**src/rtl/uart_frame_parser.sv**
```systemverilog
// Frame parser behind a UART receiver: hunts for SOF, captures a length-prefixed
// payload, verifies its XOR checksum and releases good payloads on a valid/ready stream.
module uart_frame_parser #(
  parameter logic [7:0] SOF_BYTE     = 8'hA5,
  parameter int         MAX_LEN      = 16,
  parameter int         TIMEOUT_CLKS = 52080
) (
  input  logic       clk,
  input  logic       rst,
  input  logic [7:0] rx_data,
  input  logic       rx_done,
  output logic [7:0] out_data,
  output logic       out_valid,
  input  logic       out_ready,
  output logic       out_last,
  output logic       frame_ok,
  output logic       frame_err,
  output logic [1:0] err_code,
  output logic       busy
);

  localparam int IW = $clog2(MAX_LEN + 1);
  localparam int AW = (MAX_LEN > 1) ? $clog2(MAX_LEN) : 1;
  localparam int TW = $clog2(TIMEOUT_CLKS + 1);
  // Expiry fires on the clock where the counter would step onto TIMEOUT_CLKS-1.
  localparam logic [TW-1:0] TMO_LAST  = TW'(TIMEOUT_CLKS - 2);
  localparam logic [7:0]    MAX_LEN_B = 8'(MAX_LEN);

  localparam logic [1:0] ERR_TIMEOUT = 2'b00;
  localparam logic [1:0] ERR_LEN     = 2'b01;
  localparam logic [1:0] ERR_CHK     = 2'b10;
  localparam logic [1:0] ERR_DROP    = 2'b11;

  typedef enum logic [2:0] {HUNT, LEN, PAYLOAD, CHECK, DRAIN} state_t;

  state_t        state_q, state_d;
  logic [IW-1:0] len_q, len_d;
  logic [IW-1:0] idx_q, idx_d;
  logic [IW-1:0] rd_idx_q, rd_idx_d;
  logic [7:0]    chk_q, chk_d;
  logic [TW-1:0] tmo_q, tmo_d;
  logic          frame_ok_q, frame_ok_d;
  logic          frame_err_q, frame_err_d;
  logic [1:0]    err_code_q, err_code_d;
  logic [7:0]    out_data_q;

  logic          wr_en;
  logic          rd_load;
  logic [AW-1:0] rd_addr;
  logic          last_beat;

  logic [7:0] buf_mem [0:(1<<AW)-1];

  assign last_beat = (rd_idx_q == len_q - IW'(1));

  always_comb begin
    state_d     = state_q;
    len_d       = len_q;
    idx_d       = idx_q;
    rd_idx_d    = rd_idx_q;
    chk_d       = chk_q;
    tmo_d       = tmo_q;
    frame_ok_d  = 1'b0;
    frame_err_d = 1'b0;
    err_code_d  = err_code_q;
    wr_en       = 1'b0;
    rd_load     = 1'b0;
    rd_addr     = rd_idx_q[AW-1:0];

    case (state_q)
      HUNT: begin
        tmo_d = '0;
        if (rx_done && rx_data == SOF_BYTE) state_d = LEN;
      end

      LEN, PAYLOAD, CHECK: begin
        if (rx_done) begin
          tmo_d = '0;
          if (state_q == LEN) begin
            if (rx_data == 8'h00 || rx_data > MAX_LEN_B) begin
              frame_err_d = 1'b1;
              err_code_d  = ERR_LEN;
              state_d     = HUNT;
            end else begin
              len_d   = rx_data[IW-1:0];
              chk_d   = rx_data;
              idx_d   = '0;
              state_d = PAYLOAD;
            end
          end else if (state_q == PAYLOAD) begin
            wr_en = 1'b1;
            chk_d = chk_q ^ rx_data;
            idx_d = idx_q + IW'(1);
            if (idx_q == len_q - IW'(1)) state_d = CHECK;
          end else if (rx_data == chk_q) begin
            frame_ok_d = 1'b1;
            rd_idx_d   = '0;
            rd_addr    = '0;
            rd_load    = 1'b1;
            state_d    = DRAIN;
          end else begin
            frame_err_d = 1'b1;
            err_code_d  = ERR_CHK;
            state_d     = HUNT;
          end
        end else if (tmo_q == TMO_LAST) begin
          frame_err_d = 1'b1;
          err_code_d  = ERR_TIMEOUT;
          tmo_d       = '0;
          state_d     = HUNT;
        end else begin
          tmo_d = tmo_q + TW'(1);
        end
      end

      DRAIN: begin
        if (rx_done) begin
          frame_err_d = 1'b1;
          err_code_d  = ERR_DROP;
        end
        if (out_ready) begin
          if (last_beat) begin
            state_d = HUNT;
          end else begin
            rd_idx_d = rd_idx_q + IW'(1);
            rd_addr  = rd_idx_d[AW-1:0];
            rd_load  = 1'b1;
          end
        end
      end

      default: state_d = HUNT;
    endcase
  end

  always_ff @(posedge clk) begin
    if (rst) begin
      state_q     <= HUNT;
      len_q       <= '0;
      idx_q       <= '0;
      rd_idx_q    <= '0;
      chk_q       <= '0;
      tmo_q       <= '0;
      frame_ok_q  <= 1'b0;
      frame_err_q <= 1'b0;
      err_code_q  <= '0;
    end else begin
      state_q     <= state_d;
      len_q       <= len_d;
      idx_q       <= idx_d;
      rd_idx_q    <= rd_idx_d;
      chk_q       <= chk_d;
      tmo_q       <= tmo_d;
      frame_ok_q  <= frame_ok_d;
      frame_err_q <= frame_err_d;
      err_code_q  <= err_code_d;
    end
  end

  // Payload buffer: write port has no reset; the read register feeds out_data directly.
  always_ff @(posedge clk) begin
    if (wr_en) buf_mem[idx_q[AW-1:0]] <= rx_data;
  end

  always_ff @(posedge clk) begin
    if (rst)          out_data_q <= '0;
    else if (rd_load) out_data_q <= buf_mem[rd_addr];
  end

  assign out_data  = out_data_q;
  assign out_valid = (state_q == DRAIN);
  assign out_last  = out_valid & last_beat;
  assign frame_ok  = frame_ok_q;
  assign frame_err = frame_err_q;
  assign err_code  = err_code_q;
  assign busy      = (state_q != HUNT);

endmodule
```
**config.mk**
```make
export PLATFORM = sky130hd
export DESIGN_NAME = uart_frame_parser
export DESIGN_NICKNAME = d
export VERILOG_FILES = /design/src/rtl/uart_frame_parser.sv
export SDC_FILE = /design/constraint.sdc
export NUM_CORES = 1
export LEC_CHECK = 0
export BUFFER_PORTS_ARGS = -buffer_cell sky130_fd_sc_hd__buf_4
export CORE_ASPECT_RATIO = 0.7
export CORE_UTILIZATION = 62
export CTS_CLUSTER_SIZE = 10
export DETAILED_ROUTE_END_ITERATION = 8
export PLACE_DENSITY_LB_ADDON = 0.25
export RECOVER_POWER = 25
export SLEW_MARGIN = 20
export SYNTH_ARGS = -nofsm -noshare
export SYNTH_HDL_FRONTEND = slang
export SYNTH_SLANG_ARGS = --single-unit
```
**constraint.sdc**
```tcl
create_clock -name clk -period 3.7 [get_ports clk]
set_input_delay 0.74 -clock clk [delete_from_list [all_inputs] [get_ports clk]]
set_output_delay 0.74 -clock clk [all_outputs]
set_load 0.03 [all_outputs]
```
Word level (Yosys, flattened, before mapping)
Memory sizes are Yosys's and may differ from the RTL's. A register that Yosys moved wholly into a read port is not among the register bits.
Index checks and enable logic that the tools add are counted.
{"block": "word_totals", "latch_bits": 0, "mem_count": 1, "inputBits": 12, "romBits": 0, "word_cells": 121, "regBits": 46, "output_inout_bits": 15, "ram_bits": 128}
{"block": "classes", "eq_ne": 24, "n_mul": 0, "reduce_logical": 15, "shifts": 0, "addsub": 4, "muxes": 63, "div_mod_pow": 0, "bitwise": 4, "order_cmp": 1}
{"memory": "buf_mem", "words": 16, "width": 8, "read_ports": 1, "rd_ports_with_merged_regs": 1, "wr": 1, "line": "52", "rtl": "logic [7:0] buf_mem [0:(1<<AW)-1];"}
{"operator": "two-way mux 5 bit", "n": 9}
{"operator": "two-way mux 16 bit", "n": 2}
{"operator": "case mux 16 bit (2 select lines)", "n": 1}
{"operator": "two-way mux 3 bit", "n": 9}
{"operator": "two-way mux 4 bit", "n": 6}
{"operator": "two-way mux 8 bit", "n": 3}
{"operator": "two-way mux 1 bit", "n": 19}
{"operator": "adder 16 x 1 -> 16 bit, second input constant", "n": 1}
{"operator": "== test 16 bit, second input constant", "n": 1}
{"operator": "two-way mux 2 bit", "n": 8}
{"operator": "inequality test 2 bit, second input constant", "n": 8}
{"operator": "inequality test 4 bit, second input constant", "n": 3}
{"operator": "adder 5 x 1 -> 5 bit, second input constant", "n": 2}
{"operator": "== test 5 bit", "n": 2}
{"operator": "case mux 5 bit (2 select lines)", "n": 1}
{"operator": "case mux 3 bit (3 select lines)", "n": 1}
{"operator": "== test 8 bit", "n": 1}
{"operator": "== test 8 bit, second input constant", "n": 1}
{"operator": "> comparator 8 x 5 -> 1 bit, second input constant", "n": 1}
{"operator": "zero test 8 bit", "n": 1}
{"operator": "case mux 4 bit (2 select lines)", "n": 1}
{"operator": "AND reduction 4 bit", "n": 2}
{"operator": "XOR 8 bit", "n": 1}
{"operator": "AND reduction 7 bit", "n": 1}
{"operator": "20 further kinds", "n": 26}

Depth between registers and ports, before layout
{"block": "depth", "depth_word": 7, "ltp_mapped": 13, "mapped_depth_nobuf": 11}

Worst setup path after synthesis
No wires, ideal clock.
{"block": "synth_timing", "kind": "input to register", "start": "input port rx_data[4]", "end": "register out_data_q[4], in the netlist out_data[4] (read register of buf_mem)", "stages": 13, "arrival_time_ns": 3.060, "path_buffers": 4, "setup_time_ns": 0.122, "path_slack_ns": 0.517, "required_ns": 3.578, "cell_sequence": "buf_2 > xnor2_1 > nand3_1 > or4_4 > or2_1 > clkbuf_1 > a31oi_2 > buf_6 > buf_6 > mux2i_1 > a32oi_1 > a32oi_1 > o21ai_1"}
{"block": "synth_via", "elab_chain_len": 6, "elab_cells_between_ends": 11, "cone_classes": "eq/ne (1); mux (10)"}
{"element": "from (decl)", "line": "10", "rtl": "input logic [7:0] rx_data,"}
{"element": "== test 8 bit *", "line": "95", "rtl": "end else if (rx_data == chk_q) begin"}
{"element": "two-way mux 4 bit or two-way mux 1 bit (tied branches)", "line": "95"}
{"element": "two-way mux 4 bit or two-way mux 1 bit (tied branches)", "line": "90", "rtl": "end else if (state_q == PAYLOAD) begin"}
{"element": "two-way mux 4 bit or two-way mux 1 bit (tied branches)", "line": "79", "rtl": "if (state_q == LEN) begin"}
{"element": "two-way mux 4 bit or two-way mux 1 bit (tied branches)", "line": "77", "rtl": "if (rx_done) begin"}
{"element": "case mux 4 bit (2 select lines) or case mux 1 bit (2 select lines) (tied branches)", "line": "70", "rtl": "case (state_q)"}
{"element": "to (decl)", "line": "45", "rtl": "logic [7:0] out_data_q;"}
Mark *: on every way between the ends. The rest lies on a longest branch, timed or not.
A chain may end at the register's enable or synchronous reset.

Worst setup path after layout
{"block": "layout_timing", "start": "register len_q[0]", "end": "register out_data_q[1], in the netlist out_data[1] (read register of buf_mem)"}
{"block": "layout_via", "elab_chain_len": 5, "elab_cells_between_ends": 8, "cone_classes": "add/sub (1); eq/ne (1); mux (6)"}
{"element": "from (decl)", "line": "37", "rtl": "logic [IW-1:0] len_q, len_d;"}
{"element": "from (signal assigned)", "line": "149", "rtl": "len_q <= len_d;"}
{"element": "subtractor 5 x 1 -> 5 bit *", "line": "54", "rtl": "assign last_beat = (rd_idx_q == len_q - IW'(1));"}
{"element": "== test 5 bit *", "line": "54"}
{"element": "two-way mux 4 bit or two-way mux 1 bit (tied branches)", "line": "122", "rtl": "if (last_beat) begin"}
{"element": "two-way mux 4 bit or two-way mux 1 bit (tied branches)", "line": "121", "rtl": "if (out_ready) begin"}
{"element": "case mux 4 bit (2 select lines) or case mux 1 bit (2 select lines) (tied branches)", "line": "70"}
Marks and branches as above.

==> summary.txt <==
Run status
  • Status: complete, no violations

Floorplanning
  • Core area: between 0.01 and 0.015 sq mm
  • # rows: 34
  • DIE AREA: 0.0134 sq mm
  • Die Y: 97.0 um
  • Chip width: between 100 and 150 um
  • # IOs: 27
  • Starting Density: 63.9%

Drt
  • Vias: 5783
  • Antenna-violating nets left: 0
  • Routed wire length: ~20 mm
  • Remaining DRCs: 0
  • TritonRoute pass-1 iters: 5
  • Drt wl/cell: 21.8 um
  • Vias/cell: 6.32
  • Initial DRC count: approximately 630

Placement
  • Final Wtd Congestion: 0.886
  • Placed wire-length estimate: 13.5 mm
  • PortBufs: 26

Finish
  • Final Util: 72.3%
  • ANT cells: 0
  • Number of nets in the layout: 760
  • Area Overhead vs Synth: 13.2%
  • Layout cells sized above 1: 14.3%

Global routing
  • First-pass GRT wire length: 30.8 mm
  • Met1 usage: 48.0%
  • Global route overflow: 0
  • GRT met3 Usage: 8.28%
  • Initial antenna violation count: 0
  • Vias in the first global route: 5583
  • Gr busiest metal: met1
  • Met2 GRT Util: 45.7%
  • Largest net degree at the start of global routing: 48
  • Global-route usage over all layers: between 30% and 40%

Clock network
  • Clock-pin slew on the worst setup and hold paths: 0.07 ns
  • H-Tree Depth: 4
  • Clock root buffer: clkbuf_16
  • TritonCTS Sinks: 182
  • Worst-Skew Late Latency: 0.43 ns
  • Setup Fix Bufs, Post-CTS: 0
  • Post-CTS sizing: 0
  • CTS Buffer Depth: 2
  • Cts bufs inserted: 17
  • TritonCTS clock tree: yes
  • Hold buffers post-CTS: 0

Logic synthesis
  • Cell variety after synth: 57
  • Number of enable flip-flop cells after synthesis: roughly 130
  • Yosys reg bits: 182
  • Synthesis Warnings: 0
  • Ys flop type: edfxtp_1
  • Cell Area, Synth: 0.00799 sq mm
  • Sequential fraction of the synthesis area: 61.6%
  • Syn_nets: 713
  • Cells after Synth: 693
  • Asr flop ratio synth: 0%
  • Mean Syn Cell Area: 11.5 sq um

Timing
  • Fmax: 0.299 GHz
  • Final min period: roughly 3.3 ns
  • Rel. slew slack: 24.9%
  • Period utilisation layout: roughly nine tenths
  • Total negative slack: 0 ns
  • Final Max Tran Viols: 0
  • Tightest Pin Transition: approximately 1.1 ns
  • Clock Skew: 0.0114 ns
  • RSZ-0062 raised after global routing: false
  • Final setup fails: 0
  • Final hold vios: 0

Power
  • P per Cell Area: 492 mW/mm^2
  • Leak: 0.00328 uW
  • Peak supply drop: 0.000356 V

Setup path
  • Worst Path Class, Setup: register to register
  • CP max FO: 33
  • Critical Path RT: approximately 4.0 ns
  • Crit path DAT: 3.65 ns
  • Endpoint class of the critical path: register
  • Startpoint Class: register

Worst hold path
  • Worst hold path type: register to register

Flow run
  • Max-cap violation count: 0
## layout by cell type (no fill, tap or decap), drive strengths merged, types with 13 or more instances in the layout
cell type  Yosys  routed
nand2        110     110
nor3          17      17
o21ai         26      26
a21oi         31      31
nand3         42      42
inv           10      13
nor2          57      57
buf           12      51
dfxtp         54      54
edfxtp       128     128
clkbuf        21      28
xnor2         22      22
mux2i         43      43
## sequential cells by signal, summed over array words and instances (netlist names)
name and cells:
idx_q 5, frame_ok 1, out_data 8, err_code 2
state_q 3, rd_idx_q 5, frame_err 1, len_q 5
chk_q 8, tmo_q 16, buf_mem 128
## final cells by class
type / count / area (sq um)
timing repair buffer: 61 / 458
inverter: 10 / 37.5
fill: 852 / 3460
clock buffer: 18 / 439
clock inverter: 14 / 104
sequential: 182 / 4920
tap: 162 / 203
multi-input combinational: 468 / 2880
## final timing paths
path	slack (ns)	depth (start not counted)	end	from
worst max-delay path	0.35	14	out_data[1]	len_q[0]
worst min-delay path	0.46	2	err_code[1]	err_code[1]
worst max register to register	0.35	14	out_data[1]	len_q[0]
worst min register to register	0.46	2	err_code[1]	err_code[1]
## where the power goes
group	total [uW]	switching [uW]	internal [uW]	leakage (uW)
Combinational	501	333	169	0.00143
Clock	1670	793	882	0.000260
Sequential	2270	47.1	2230	0.00159
## critical path, stage by stage, from the launching register on
cell	delay [ns]
dfxtp_1	0.35
inv_1	0.06
ha_1	0.21
xnor2_1	0.32
xnor2_1	0.20
o41ai_4	0.48
buf_4	0.24
nor2_1	0.09
a31oi_4	0.20
buf_12	0.25
buf_12	0.19
mux2i_1	0.21
mux2i_1	0.11
mux2i_1	0.19
o211ai_1	0.10
## cells by family (layout without fill, tap and decap cells)
| family | count (synthesis) | in the layout | synth area share (%) |
|---|---|---|---|
| AOI/OAI and AO/OA | 98 | 98 | 8.22 |
| xor gates and xnor gates | 32 | 32 | 3.51 |
| adders and majority gates | 8 | 8 | 1.25 |
| buffers and inverters | 43 | 103 | 2.49 |
| DFF | 182 | 182 | 61.6 |
| muxes | 51 | 51 | 6.52 |
| and+or+nand+nor | 279 | 279 | 16.4 |
## metrics by stage
stage                     hold WS, ns  power (uW)  cell area [sq um]  setup WS [ns]  instances
after floorplan                 0.458        2630               7990          0.517        693
after global placement          0.442        2790               8540          0.222        883
after detailed placement        0.450        2810               8540         0.0699        883
after CTS                       0.461        4440               9080          0.347        915
after global routing            0.483        4590               9050          0.158        915
final                           0.457        4450               9050          0.353        915
## Yosys cell counts (4+ instances only)
cell type	count	area (sq um)
buf_4	5	37.5
nand4_1	7	43.8
clkbuf_1	21	78.8
dfxtp_1	54	1080
and3_1	5	31.3
inv_1	10	37.5
a21oi_1	31	155
a32oi_1	7	61.3
xnor2_1	22	193
nor4_1	4	25.0
or3_1	5	31.3
nor3_1	14	70.1
o21ai_0	22	110
xor2_1	10	87.6
ha_1	8	100
nor2b_1	4	25.0
edfxtp_1	128	3840
mux2i_1	43	430
nand3b_1	4	30.0
a31oi_1	11	68.8
o22a_1	4	35.0
nor2_1	55	206
mux2_2	8	90.1
nand2b_1	6	37.5
a311oi_1	4	35.0
nand3_1	42	210
nand2_1	110	413
## routing by layer
| layer | up-vias | share of wire [%] |
|---|---|---|
| met5 | - | 0 |
| met4 | 0 | 2.0 |
| met3 | 35 | 11 |
| met2 | 306 | 44 |
| met1 | 2824 | 43 |
| li1 | 2618 | - |
Note: power is estimated with default switching activity, not from simulation.
